<file path="config.mk">
export PLATFORM = sky130hd
export DESIGN_NAME = tilt_led_bar
export DESIGN_NICKNAME = d
export VERILOG_FILES = /design/src/rtl/tilt_led_bar.sv
export SDC_FILE = /design/constraint.sdc
export NUM_CORES = 1
export LEC_CHECK = 0
export CAP_MARGIN = 40
export CORE_ASPECT_RATIO = 1.1
export CORE_MARGIN = 4
export CORE_UTILIZATION = 37
export DETAILED_ROUTE_END_ITERATION = 12
export PLACE_DENSITY_LB_ADDON = 0.25
export SYNTH_ARGS = -nofsm -noshare
export SYNTH_HDL_FRONTEND = slang
export SYNTH_SLANG_ARGS = --single-unit
</file>
<file path="constraint.sdc">
create_clock -name iCLK -period 3.93 [get_ports iCLK]
set_input_delay 0.5895 -clock iCLK [delete_from_list [all_inputs] [get_ports iCLK]]
set_output_delay 0.5895 -clock iCLK [all_outputs]
set_load 0.05 [all_outputs]
</file>
<file path="src/rtl/tilt_led_bar.sv">
// -----------------------------------------------------------------------------
// tilt_led_bar
//   Accelerometer-tilt LED bar driver. One axis sample is taken on each falling
//   edge of the sensor data-ready line. After power-up or a recalibration
//   request, a settling period is followed by a zero-offset calibration. In RUN
//   the offset-corrected samples pass through a 2**AVG_LOG2 moving average,
//   optional x4 gain with saturation, and a one-hot LED map with a centre dead
//   zone.
//
// Ports
//   iCLK       in   1     system clock
//   iRSTN      in   1     asynchronous active-low reset
//   iDIG       in   DW    raw axis sample, offset binary (mid = 2**(DW-1))
//   iG_INT2    in   1     data-ready, falling edge marks a new sample
//   iRECAL     in   1     single-cycle recalibration request
//   iFINE      in   1     1 = x4 gain, 0 = x1
//   oLED       out  NLED  LED drive, 1 = on
//   oCAL_BUSY  out  1     high while settling or calibrating
//   oLEVEL     out  DW    signed averaged level (before gain)
//   oVALID     out  1     one-cycle pulse when oLED/oLEVEL update in RUN
// -----------------------------------------------------------------------------
module tilt_led_bar #(
    parameter int DW        = 10,
    parameter int AVG_LOG2  = 4,
    parameter int NLED      = 8,
    parameter int CAL_WAIT  = 1252,
    parameter int CAL_LOG2  = 4,
    parameter int DEADZONE  = 16,
    parameter int BLINK_BIT = 9
) (
    input  logic                 iCLK,
    input  logic                 iRSTN,
    input  logic [DW-1:0]        iDIG,
    input  logic                 iG_INT2,
    input  logic                 iRECAL,
    input  logic                 iFINE,
    output logic [NLED-1:0]      oLED,
    output logic                 oCAL_BUSY,
    output logic signed [DW-1:0] oLEVEL,
    output logic                 oVALID
);

    localparam int AVG_N = 2 ** AVG_LOG2;
    localparam int LW    = $clog2(NLED);
    localparam int SW    = DW + AVG_LOG2;   // moving-average sum width
    localparam int CW    = DW + CAL_LOG2;   // calibration accumulator width
    localparam int CCW   = CAL_LOG2 + 1;    // calibration sample counter width

    localparam logic [DW-1:0]        HALF      = {1'b1, {(DW-1){1'b0}}};
    localparam logic [DW-1:0]        SAT_MAX   = {1'b0, {(DW-1){1'b1}}};
    localparam logic [DW-1:0]        SAT_MIN   = {1'b1, {(DW-1){1'b0}}};
    localparam logic signed [DW-1:0] DZ_P      = DW'(DEADZONE);
    localparam logic signed [DW-1:0] DZ_N      = -DZ_P;
    localparam logic [15:0]          WAIT_INIT = 16'(CAL_WAIT);
    localparam logic [CCW-1:0]       CAL_N     = CCW'(2 ** CAL_LOG2);

    typedef enum logic [1:0] {
        ST_WAIT,
        ST_CAL,
        ST_RUN
    } state_t;

    // ---------------------------------------------------------------- state
    state_t                 state_q;
    logic                   int_dly_q;
    logic                   strb_q;
    logic [DW-1:0]          dig_q;
    logic [15:0]            wait_cnt_q;
    logic [CCW-1:0]         cal_cnt_q;
    logic signed [CW-1:0]   cal_acc_q;
    logic [DW-1:0]          offset_q;
    logic signed [DW-1:0]   hist_q [AVG_N];
    logic signed [SW-1:0]   sum_q;
    logic                   sum_vld_q;
    logic [NLED-1:0]        led_q;
    logic signed [DW-1:0]   level_q;
    logic                   valid_q;

    // ------------------------------------------------------- combinational
    logic                   fall;
    logic [DW-1:0]          cal_raw;
    logic signed [CW-1:0]   cal_acc_d;
    logic [DW-1:0]          offset_d;
    logic [DW-1:0]          corr_sum;
    logic signed [DW-1:0]   corr_c;
    logic signed [SW-1:0]   sum_d;
    logic signed [DW-1:0]   level_d;
    logic [DW+1:0]          x4;
    logic signed [DW-1:0]   gained;
    logic [LW-1:0]          led_idx;
    logic [NLED-1:0]        led_d;

    assign fall = ~iG_INT2 & int_dly_q;

    always_comb begin
        // NOTE: every signal driven here gets a default first, so no path
        // through the block can leave one unassigned and infer a latch.
        cal_raw   = '0;
        cal_acc_d = '0;
        offset_d  = '0;
        corr_sum  = '0;
        corr_c    = '0;
        sum_d     = '0;
        level_d   = '0;
        x4        = '0;
        gained    = '0;
        led_idx   = '0;
        led_d     = '0;

        // Calibration: distance of the raw sample from mid-scale, wrapped to
        // DW bits and sign-extended into the accumulator.
        cal_raw   = HALF - dig_q;
        cal_acc_d = cal_acc_q + {{CAL_LOG2{cal_raw[DW-1]}}, cal_raw};
        offset_d  = DW'(cal_acc_d >>> CAL_LOG2);

        // Subtracting mid-scale from a DW-bit offset-binary value is the
        // same as inverting its MSB.
        corr_sum  = dig_q + offset_q;
        corr_c    = {~corr_sum[DW-1], corr_sum[DW-2:0]};

        // Running sum: add newest, drop oldest. The sum holds at most AVG_N
        // DW-bit values, so SW bits never overflow.
        sum_d     = sum_q + {{AVG_LOG2{corr_c[DW-1]}}, corr_c}
                          - {{AVG_LOG2{hist_q[AVG_N-1][DW-1]}}, hist_q[AVG_N-1]};
        level_d   = DW'(sum_q >>> AVG_LOG2);

        // x4 fits in DW bits only when the three top bits of the DW+2-bit
        // product agree; otherwise clamp towards the product's sign.
        x4        = {level_d, 2'b00};
        if (x4[DW+1:DW-1] == 3'b000 || x4[DW+1:DW-1] == 3'b111) begin
            gained = x4[DW-1:0];
        end else begin
            gained = x4[DW+1] ? SAT_MIN : SAT_MAX;
        end
        if (!iFINE) begin
            gained = level_d;
        end

        // Bar position: top LW bits of the offset-binary value. With NLED a
        // power of two, NLED-1-idx is just the bitwise inverse of idx.
        led_idx   = {~gained[DW-1], gained[DW-2 -: LW-1]};
        if (gained > DZ_N && gained < DZ_P) begin
            led_d[NLED/2]   = 1'b1;
            led_d[NLED/2-1] = 1'b1;
        end else begin
            led_d[~led_idx] = 1'b1;
        end
    end

    // ------------------------------------------------------------ sequential
    always_ff @(posedge iCLK or negedge iRSTN) begin
        if (!iRSTN) begin
            state_q    <= ST_WAIT;
            int_dly_q  <= 1'b0;
            strb_q     <= 1'b0;
            dig_q      <= '0;
            wait_cnt_q <= WAIT_INIT;
            cal_cnt_q  <= '0;
            cal_acc_q  <= '0;
            offset_q   <= '0;
            // NOTE: the history is reset as well, because zeroed entries are
            // meaningful: they stand for centre samples until it fills.
            for (int i = 0; i < AVG_N; i++) begin
                hist_q[i] <= '0;
            end
            sum_q      <= '0;
            sum_vld_q  <= 1'b0;
            led_q      <= '0;
            level_q    <= '0;
            valid_q    <= 1'b0;
        end else begin
            // NOTE: state is updated with non-blocking assignments so every
            // register samples pre-edge values, independent of statement order.
            int_dly_q <= iG_INT2;
            strb_q    <= fall;
            if (fall) begin
                dig_q <= iDIG;
            end
            sum_vld_q <= 1'b0;
            valid_q   <= 1'b0;

            if (iRECAL) begin
                // Takes priority over any strobe in flight; the offset is kept
                // until the next calibration completes.
                state_q    <= ST_WAIT;
                wait_cnt_q <= WAIT_INIT;
            end else begin
                case (state_q)
                    ST_WAIT: begin
                        if (strb_q) begin
                            if (wait_cnt_q <= 16'd1) begin
                                wait_cnt_q <= '0;
                                state_q    <= ST_CAL;
                                cal_acc_q  <= '0;
                                cal_cnt_q  <= CAL_N;
                            end else begin
                                wait_cnt_q <= wait_cnt_q - 16'd1;
                            end
                        end
                    end

                    ST_CAL: begin
                        if (strb_q) begin
                            cal_acc_q <= cal_acc_d;
                            cal_cnt_q <= cal_cnt_q - CCW'(1);
                            if (cal_cnt_q == CCW'(1)) begin
                                state_q  <= ST_RUN;
                                offset_q <= offset_d;
                                for (int i = 0; i < AVG_N; i++) begin
                                    hist_q[i] <= '0;
                                end
                                sum_q <= '0;
                            end
                        end
                    end

                    ST_RUN: begin
                        if (strb_q) begin
                            hist_q[0] <= corr_c;
                            for (int i = 1; i < AVG_N; i++) begin
                                hist_q[i] <= hist_q[i-1];
                            end
                            sum_q     <= sum_d;
                            sum_vld_q <= 1'b1;
                        end
                        if (sum_vld_q) begin
                            level_q <= level_d;
                            led_q   <= led_d;
                            valid_q <= 1'b1;
                        end
                    end

                    default: begin
                        state_q <= ST_WAIT;
                    end
                endcase
            end
        end
    end

    // -------------------------------------------------------------- outputs
    // While settling or calibrating the bar blinks from the wait counter
    // (frozen at zero during calibration, so the bar is dark then).
    assign oLED      = (state_q == ST_RUN) ? led_q : {NLED{wait_cnt_q[BLINK_BIT]}};
    assign oCAL_BUSY = (state_q != ST_RUN);
    assign oLEVEL    = level_q;
    assign oVALID    = valid_q;

endmodule

</file>
# Word-level counts from Yosys, hierarchy flattened
# Index checks and enable logic that the tools add are counted.
[word_totals]
n_memories = 0
word_cells = 118
latch_bits = 0
ff_bits = 253
romBits = 0
ram_bits = 0
[classes]
addsub = 7
bitwise = 6
mul = 0
mux = 41
n_eq_ne = 15
div = 0
shift = 0
reduce_logical = 15
order_cmp = 5
[ops]
columns = ["cell", "n"]
rows = [
  ["$mux 160", 3],
  ["$pmux 160 s2", 1],
  ["$mux 14", 6],
  ["$mux 16", 4],
  ["$pmux 14 s2", 2],
  ["$mux 10", 3],
  ["$add 14x14->14", 2],
  ["$le 16x1->1 const B", 1],
  ["$sub 16x1->16 const B", 1],
  ["$mux 5", 3],
  ["$reduce_and 5->1", 3],
  ["$ne 2x2->1 const B", 7],
  ["$sub 14x14->14", 1],
  ["$mux 2", 6],
  ["$ne 3x3->1 const B", 4],
  ["$add 10x10->10", 1],
  ["$gt 10x5->1 const B", 1],
  ["$lt 10x6->1 const B", 1],
  ["$pmux 5 s2", 1],
  ["$sub 10x10->10 const A", 1],
  ["$mux 8", 1],
  ["$reduce_bool 2->1", 4],
  ["$mux 1", 7],
  ["$mux 3", 2],
  ["19 further kinds", 23],
]

# Depth between registers and ports, before layout
# Gate-level depths: netlist of run 1.
[depth]
depth_word = 11
mapped_depth = 18

# Worst setup path after synthesis of run 1
# No wires, ideal clock.
[synth_path]
path_kind = "register to register"
startpoint = "register dig_q[0]"
endpoint = "register sum_q[11]"
path_slack_ps = -100
required_ps = 3797
path_stages_with_launch = 17
t_arrival_ps = 3897
path_cell_list = "dfrtp_1 ha_1 fa_1 a21o_1 a21oi_1 nor2b_1 o21a_1 nor2_1 xnor2_1 fa_1 ha_1 a211o_1 or2_2 a311oi_1 o21ai_0 xnor2_1 o21ai_0"
[synth_via]
elab_chain_cells = 6
[synth_rtl]
columns = ["element", "line", "source"]
rows = [
  ["from (decl)", "67", "logic [DW-1:0] dig_q;"],
  ["from (signal assigned)", "177", "dig_q <= iDIG;"],
  ["$add 10x10->10 *", "118", "corr_sum = dig_q + offset_q;"],
  ["$not 1->1", "119", "corr_c = {~corr_sum[DW-1], corr_sum[DW-2:0]};"],
  ["$add 14x14->14 *", "123", "sum_d = sum_q + {{AVG_LOG2{corr_c[DW-1]}}, corr_c}"],
  ["$sub 14x14->14 *", "124", "- {{AVG_LOG2{hist_q[AVG_N-1][DW-1]}}, hist_q[AVG_N-1]};"],
  ["$mux 14 *", "218", "if (strb_q) begin"],
  ["$pmux 14 s2 *", "188", "case (state_q)"],
  ["to (signal assigned)", "223", "sum_q <= sum_d;"],
  ["to (decl)", "73", "logic signed [SW-1:0] sum_q;"],
]
# Every way passes the cells marked *; elsewhere a longest branch is shown, timed or not. The select of a mux whose other input is x is not followed.
# A chain may end at the register's enable or synchronous reset.

# Worst setup path in the final report of run 1
[layout_path]
startpoint = "register offset_q[0]"
endpoint = "register sum_q[12]"
[layout_via]
elab_chain_cells = 6
[layout_rtl]
columns = ["element", "line", "source"]
rows = [
  ["from (decl)", "71", "logic [DW-1:0] offset_q;"],
  ["from (signal assigned)", "208", "offset_q <= offset_d;"],
  ["$add 10x10->10 *", "118", ""],
  ["$not 1->1", "119", ""],
  ["$add 14x14->14 *", "123", ""],
  ["$sub 14x14->14 *", "124", ""],
  ["$mux 14 *", "218", ""],
  ["$pmux 14 s2 *", "188", ""],
]
# Marks and branches as above.

==> results by stage, run 1 <==
Yosys:
- The top flip-flop cell by instance count after synthesis is dfrtp_1.
- Yosys mapped the design onto between 50 and 60 distinct sky130hd cell types.
- The cell count after synthesis is 1006.
- A synthesized cell averages between 10 and 15 µm².
- In this run, synthesis inferred 0 flip-flops with an integrated enable.
- The sequential cell area fraction in the yosys report is between 50% and 60%.
- Counting flops and latches in the post-synthesis netlist gives ~250.
- Counting flops with an async set or reset pin after synthesis yields a share of 100.0%.
- The combined area of all synthesized cells is around 0.012 mm².
- The number of nets in the synthesized netlist is 1077.
- For this run, the number of Yosys warnings is 0.

Placed design:
- Detailed placement finished with a half-perimeter wire length of 14990 µm.
- The cell area reported after detailed placement is roughly 0.013 mm².
- Routability-driven placement finished with a final weighted congestion of 0.8666.
- Port buffering added 34 buffers.
- The number of placed instances, taps included, is between 1000 and 1500.
- The worst slack at placement is -98.26 ps.

Power:
- The internal power of the cells totals 4.411 mW.
- In this run the power spent charging and discharging nets is roughly 1.5 mW.
- The portion of total power attributed to the clock network is 41.6%.
- The maximum VDD drop is between 300 and 400 µV.
- The share of total power dissipated in sequential elements is a little under half.
- The combinational cell fraction of total power is a little over an eighth.
- Of the total power, the share spent switching nets is roughly 25%.
- In this run the static leakage power is 6.394 nW.
- The power density over the cells is ~430 mW/mm².

Clock tree:
- The clock insertion delay at the later pin of the skew report is between 500 and 600 ps.
- The number of buffers inserted by hold repair at cts is 0.
- TritonCTS built the clock tree.
- In this run the number of H-tree levels came out at 1.
- CTS placed an instance of clkbuf_16 at the clock tree root.
- The tree built by TritonCTS fans out to about 250 sinks.
- The longest clock path from root to sink contains 3 buffers.
- After clock tree synthesis, the clock-pin slew on the worst setup and hold paths is roughly 60 ps.
- Clock tree synthesis inserted a total of 27 buffers.

Cells and area:
- The most common library cell in the layout ignoring fill and taps is dfrtp_1.
- In the layout the commonest cells are dfrtp_1 (248), a22o_1 (168), nand2_1 (67).
- The synthesis-to-finish area growth is 16.98%.
- The finished layout holds between 1000 and 1500 standard cells, fillers aside.
- 0 antenna diodes ended up in the layout.
- The filler cells instantiated in the layout total 2881.
- After routing the design area is 0.01360 mm².
- In the final layout, the share of cells above drive strength 1 is 11.84%.
- Cells fill 44.19% of the core in the end.
- In the final design database the tool counted between 1000 and 1500 nets.

Drt:
- For this block, the routed nets add up to roughly 23000 µm of wire.
- The total number of vias is approximately 7800.
- The first-pass iteration count of the detailed router is 5.
- The average wire per standard cell is about 16 µm.
- The DRC violation count after routing is 0.
- The antenna violation net count after detailed routing is 0.
- The routed via count divided by cell count is 5.264.
- After the first detailed-routing iteration, the DRC count stood at roughly 540.

GRT:
- The maximum number of pins on one net before global-route repair is 160.
- The residual overflow from global routing is 0.
- The aggregate global-route resource usage is 13.71%.
- The wire length of the first global-routing pass is around 40000 µm.
- The number of antenna violations at the first check in global routing is 0.
- The number of global-route vias before repair is approximately 8000.

STA:
- The ratio of final minimum period to clock period is around 99%.
- Setup repair after global routing could not meet its margin everywhere.
- Counting I/O delays and the setup requirement, the final critical path takes around 3900 ps.
- Measured against its own limit, the worst slew margin works out to between 40% and 50%.
- The total count of max-transition violations in the final report is 0.
- The final count of hold timing violations is 0.
- The maximum clock rate is ~260 MHz.
- Setup violations remaining at the end of the flow were counted as 0.
- Across the routed clock network, the largest skew measured is 8.900 ps.
- The minimum setup slack in the final design is 45.67 ps.
- The transition time of the tightest slew-check pin is about 870 ps.

Setup path:
- STA puts the critical path data required time at between 4000 and 5000 ps.
- The endpoint class of the critical path is a flip-flop.
- STA puts the critical path data arrival time at between 4000 and 5000 ps.
- The top fanout value on the critical path is 3.
- The type of the worst setup path is reg -> reg.
- STA classifies the critical path startpoint as a flip-flop.

Die:
- The floorplan has between 60 and 70 rows.
- The die is 177.0 µm wide.
- The core box area is 0.03077 mm².
- The initial cell density of the core is 37.78%.
- The die area is approximately 0.034 mm².
- The count of boundary I/O pins is 35.
- Measured along the y axis, the die boundary spans just under 200 µm.

Status:
- The flow ran to the end, and the final reports show no timing, DRC or antenna violations.

Hold path:
- The min-delay analysis places its worst path in the category in -> async.

Job:
- Max-cap violations in this run came to 0.
flip-flops by register name, indices dropped and copies added, names as in the netlist:
signal	count
cal_acc_q	14
cal_cnt_q	5
dig_q	10
hist_q	160
int_dly_q	1
led_q	8
oLEVEL	10
oVALID	1
offset_q	10
state_q	2
strb_q	1
sum_q	14
sum_vld_q	1
wait_cnt_q	16
worst paths after layout:
| kind | start | cells after the start | end | slack [ps] |
|---|---|---|---|---|
| max | offset_q[0]$_DFFE_PN0P_ | 17 | sum_q[12]$_DFFE_PN0P_ | 50 |
| min | iRSTN | 1 | hist_q[108]$_DFFE_PN0P_ | 20 |
| max reg2reg | offset_q[0]$_DFFE_PN0P_ | 17 | sum_q[12]$_DFFE_PN0P_ | 50 |
| min reg2reg | oLEVEL[0]$_DFFE_PN0P_ | 2 | oLEVEL[0]$_DFFE_PN0P_ | 470 |
| max in group asynchronous | iRSTN | 2 | offset_q[0]$_DFFE_PN0P_ | 2940 |
| min in group iCLK | oLEVEL[0]$_DFFE_PN0P_ | 2 | oLEVEL[0]$_DFFE_PN0P_ | 470 |
power by group through the flow:
stage	Clock (mW)	Combinational (mW)	Sequential, mW
CTS	2.53	0.752	2.66
floorplan	0	0.484	2.70
global route	2.65	0.884	2.66
detailed placement	0	0.739	2.71
global placement	0	0.732	2.71
finish	2.45	0.784	2.66
cell type report:
class | count | area, µm² | area share (%)
Sequential cell | 253 | 6337 | 46.61
Multi-Input combinational cell | 648 | 5002 | 36.79
Clock inverter | 6 | 70.07 | 0.5154
Inverter | 53 | 201.4 | 1.482
Clock buffer | 41 | 778.2 | 5.724
Timing Repair Buffer | 72 | 688.2 | 5.062
Tap cell | 414 | 518.0 | 3.810
per-layer routing:
metal	GRT usage (%)	vias to the layer above	share of wire, %
li1	-	3779	-
met2	20.95	126	45
met3	2.204	27	3.9
met4	3.009	0	1.4
met1	20.65	3896	49
met5	0	-	0
kinds of logic after synthesis:
| kind of cell | count (synthesis) | share of synthesized area [%] |
|---|---|---|
| xor+xnor | 47 | 3.542 |
| flops | 253 | 54.53 |
| simple gates | 180 | 7.191 |
| fa+ha+maj | 56 | 6.998 |
| mux | 19 | 1.841 |
| buf+inv | 105 | 3.434 |
| compound gates | 346 | 22.47 |
through the flow:
| stage | power (mW) | hold WS, ps | TNS (ps) |
|---|---|---|---|
| 2_1_floorplan | 3.187 | 293.9 | 0 |
| 3_3_place_gp | 3.438 | 459.1 | -160.0 |
| 3_5_place_dp | 3.445 | 464.2 | -279.9 |
| 4_1_cts | 5.942 | 56.68 | 0 |
| 5_1_grt | 6.200 | 69.22 | -384.8 |
| 6_report | 5.894 | 23.83 | 0 |
timing repair:
action	4_1_cts	5_1_grt
hold endpoints to repair	0	0
setup buffers	1	1
endpoints found under the setup margin	4	6
resized for setup	5	16
pin swaps	6	9
cells in the mapped netlist (all sizes together), types with 5 or more instances:
cell type | count | area [µm²]
o21a | 7 | 53.80
xnor2 | 31 | 271.5
nor4 | 7 | 58.81
a31oi | 6 | 37.54
ha | 41 | 513.0
mux2 | 19 | 214.0
nor2 | 50 | 187.7
nand4 | 5 | 31.28
o21bai | 8 | 60.06
clkbuf | 40 | 150.1
a211oi | 6 | 45.04
nand2b | 6 | 37.54
o21ai | 60 | 300.3
nand2 | 68 | 255.2
dfrtp | 248 | 6206
a22o | 168 | 1471
fa | 15 | 300.3
nor2b | 7 | 43.79
inv | 52 | 195.2
xor2 | 16 | 140.1
a21o | 24 | 180.2
a21oi | 34 | 170.2
dfstp | 5 | 131.4
nor3 | 15 | 75.07
buf | 12 | 50.05
nand3 | 6 | 30.03
critical path: stages (launching register included):
cell and delay, ps:
dfrtp_1 390, ha_2 200, fa_2 340, a21o_1 170, a21oi_2 150, nor2b_1 60
o21a_1 200, nor2_2 130, xnor2_2 140, fa_1 490, ha_4 260, a211o_1 290
buf_6 130, a21o_1 160, a311o_1 290, a21oi_2 160, xor2_1 150, o21ai_1 70
Power figures use the tool's default switching activity.
==> run 2: changes to the inputs <==
--- a/config.mk
+++ b/config.mk
@@ -8,8 +8,9 @@
 export CAP_MARGIN = 40
 export CORE_ASPECT_RATIO = 1.1
 export CORE_MARGIN = 4
-export CORE_UTILIZATION = 37
+export CORE_UTILIZATION = 56
 export DETAILED_ROUTE_END_ITERATION = 12
+export GPL_ROUTABILITY_DRIVEN = 0
 export PLACE_DENSITY_LB_ADDON = 0.25
 export SYNTH_ARGS = -nofsm -noshare
 export SYNTH_HDL_FRONTEND = slang
==> run 2 against run 1 <==
The flow now finishes with violations (setup timing). Fmax is 2.3% lower. Register-to-register slack got worse by 90 ps. Sequential cell count stayed put. Non-clock buffer count is 1 higher. Setup slack worse by 90 ps. Largest power group unchanged. Clock skew grew 0.99 ps. Die area fell by 33%.
==> results by stage, run 2 (synthesis results as in run 1) <==
Status:
- The flow ran to the end, but the final reports show violations.
- The final reports fail on setup timing.

Die:
- The floorplan die width is 145.4 µm.
- The floorplan has 55 rows.
- After floorplanning, the core was sized to cover 0.02051 mm².
- The overall die height is 159.1 µm.
- The die area is 0.02313 mm².
- The count of boundary I/O pins is 35.
- For this configuration, the core starts out at a cell density of ~57%.

Setup path:
- The setup slack of the most critical reg-to-reg path is -40 ps.
- The worst path required time is between 4000 and 5000 ps.
- The critical path launch point type is a flip-flop.
- Of all nets on the critical path, the largest fanout is 3.
- The cell that appears most often on the critical path is xnor2_1.
- The worst reg2reg path depth is 17.
- The number of cells on the critical path is 17.
- The critical path's top delay family is compound AO/OA/AOI/OAI gates.
- The endpoint class of the critical path is a flip-flop.
- The type of the worst setup path is reg -> reg.
- On the worst path, the slowest cell contributes a delay of 470 ps.
- The cell with the largest stage delay on the worst path is fa_1.
- Counting both buffers and inverters, the worst setup path holds a total of 1.
- At the worst endpoint, the arrival time is around 4400 ps.
- Walking the worst path, the cells encountered are ha_2, fa_2, a21o_1, a21oi_2, nor2b_1, o21a_1, o41ai_2, xor2_1, fa_1, inv_2, ha_4, o211ai_1, o211a_1, a211oi_1, xnor2_1, xnor2_1, o21ai_1.

Cells and area:
- The fill cell total of the finished layout is about 1600.
- hist_q holds more flip-flops than any other register.
- Cells fill about two thirds of the core in the end.
- The antenna diode count is 0.
- Leaving out fill and tap cells, the most frequent cell in the layout is dfrtp_1.
- The top cell types in the final layout, fill and taps aside, are dfrtp_1 (248), a22o_1 (168), nand2_1 (67).
- The final-stage net count is 1126.
- Summing all flip-flop and latch instances after layout gives approximately 0.0063 mm².
- The largest registers in the layout are hist_q x160, wait_cnt_q x16.
- The multi-input combinational cell area is between 0.005 and 0.006 mm².
- The share of cells above drive strength 1 is roughly an eighth.
- From synthesis to final layout, the design area changed by 16.21%.
- The register with the most flip-flops in the layout has 160 of them.

Clock tree:
- The number of buffers inserted by hold repair at cts is 0.
- Clock tree synthesis found a total of about 250 sinks.
- The root buffer cell chosen for the clock tree is clkbuf_16.
- The clock insertion delay at the later pin of the skew report is 540 ps.
- The number of buffers on the longest clock path is 3.
- The number of buffers created by CTS is 26.
- Clock-pin slew was measured on the worst setup and hold paths at around 60 ps.
- The TritonCTS clock tree is done.
- CTS built an H-tree with a depth of 1.

STA:
- The minimum setup slack in the final design is -44.23 ps.
- The transition time of the tightest slew-check pin is slightly above 800 ps.
- After layout, the minimum clock period comes to 3974 ps.
- For the final routed database, the setup TNS stands at -44.23 ps.
- Based on the critical path, the design can be clocked at up to about 250 MHz.
- The total count of max-transition violations in the final report is 0.
- The worst pin sits at a relative slew slack of 44.97%.
- Between clock sinks in the finished design, the worst skew comes to around 9.9 ps.
- Setup repair after global routing could not meet its margin everywhere.
- Dividing the final minimum period by the clock period gives 101.1%.
- Setup violations remaining at the end of the flow were counted as 1.
- The final count of hold timing violations was 0.

Drt:
- The first-pass iteration count of the detailed router is 7.
- The first routing iteration left 475 violations.
- In the final routed layout, each cell accounts on average for 16.87 µm.
- The detail route stage leaves a number of antenna-violating nets equal to 0.
- The routed via count divided by cell count is roughly 5.9.
- Summed over all layers, the routed wires come to approximately 22000 µm.
- The total number of vias is about 8000.
- The DRC violation count after routing is 0.

Hold path:
- The worst hold path belongs to the class in -> async.

Power:
- The overall power of the completed layout is 6.003 mW.
- Summed over all cells, the static leakage comes to 6.448 nW.
- The power density over the cells is 444.4 mW/mm².
- IR analysis of the VDD net gives a maximum drop of 296.5 µV.

Job:
- The count of maximum capacitance violations is 0.

GRT:
- The first global-routing pass estimated approximately 40000 µm of wire.
- The residual overflow from global routing is 0.
- The number of global-route vias before repair came to just under 8000.
- The maximum number of pins on one net before global-route repair is 160.
- The number of antenna violations at the first check in global routing is 0.
- For this run, the total global-route usage over all layers was measured as between 10% and 20%.

Placed design:
- Detailed placement ended at an HPWL of ~15000 µm.
- Port buffering added 34 buffers.
run 2: changes by cell type in the layout (fill, tap and decap cells not counted), sizes merged:
cell / change
buf: +1
bufinv: +2
clkbuf: -8
clkinv: +8
inv: -1
run 2: worst reg2reg max path: stages (launching register included):
cell	delay (ps)
dfrtp_1	380
ha_2	200
fa_2	350
a21o_1	180
a21oi_2	140
nor2b_1	60
o21a_1	220
o41ai_2	350
xor2_1	290
fa_1	470
inv_2	80
ha_4	210
o211ai_1	230
o211a_1	190
a211oi_1	50
xnor2_1	220
xnor2_1	160
o21ai_1	70
run 2: path summary, 6_finish.rpt:
path | start | to
setup / recovery | offset_q[0]$_DFFE_PN0P_ | sum_q[13]$_DFFE_PN0P_
hold / removal | iRSTN | hist_q[75]$_DFFE_PN0P_
setup reg to reg | offset_q[0]$_DFFE_PN0P_ | sum_q[13]$_DFFE_PN0P_
hold reg to reg | oLEVEL[6]$_DFFE_PN0P_ | oLEVEL[6]$_DFFE_PN0P_
max in group asynchronous | iRSTN | wait_cnt_q[5]$_DFFE_PN1P_
min in group iCLK | oLEVEL[6]$_DFFE_PN0P_ | oLEVEL[6]$_DFFE_PN0P_
run 2: area by class of cell:
type | instances | share of cell area, %
multi-input cells | 648 | 37.20
flip-flops and latches | 253 | 46.92
repair buffers | 73 | 5.308
well taps | 256 | 2.371
clock inverters | 15 | 1.325
clock buffers | 33 | 5.382
inverters | 53 | 1.491
run 2: where the power goes:
part | switching [mW] | internal [mW]
combinational | 0.440 | 0.353
clock | 1.04 | 1.51
sequential | 0.0283 | 2.63
run 2: layer usage:
metal	vias to the layer above	part of all wire, %	routed length (µm)	track usage, %
li1	3772	-	-	-
met1	3962	48	10690	28.76
met2	142	47	10610	31.18
met3	27	3.5	779	2.619
met4	0	1.7	373	4.879
met5	-	0	0	0
run 2: repair_timing:
| action | 4_1_cts | 5_1_grt |
|---|---|---|
| setup endpoints to repair | 5 | 6 |
| endpoints found under the hold margin | 0 | 0 |
| resized for setup | 11 | 15 |
| setup buffers | 0 | 2 |
| pin swaps | 8 | 14 |
run 2: through the flow:
step / instance area [µm²] / instances / hold WS (ps) / worst slack, ps
after floorplan: 11630 / 1006 / 293.9 / 0.5262
after global placement: 12450 / 1279 / 460.3 / -41.40
after detailed placement: 12470 / 1281 / 468.4 / -137.0
after CTS: 13430 / 1329 / 108.9 / -8.139
after global routing: 13510 / 1331 / 149.7 / -204.6
final: 13510 / 1331 / 84.73 / -44.23
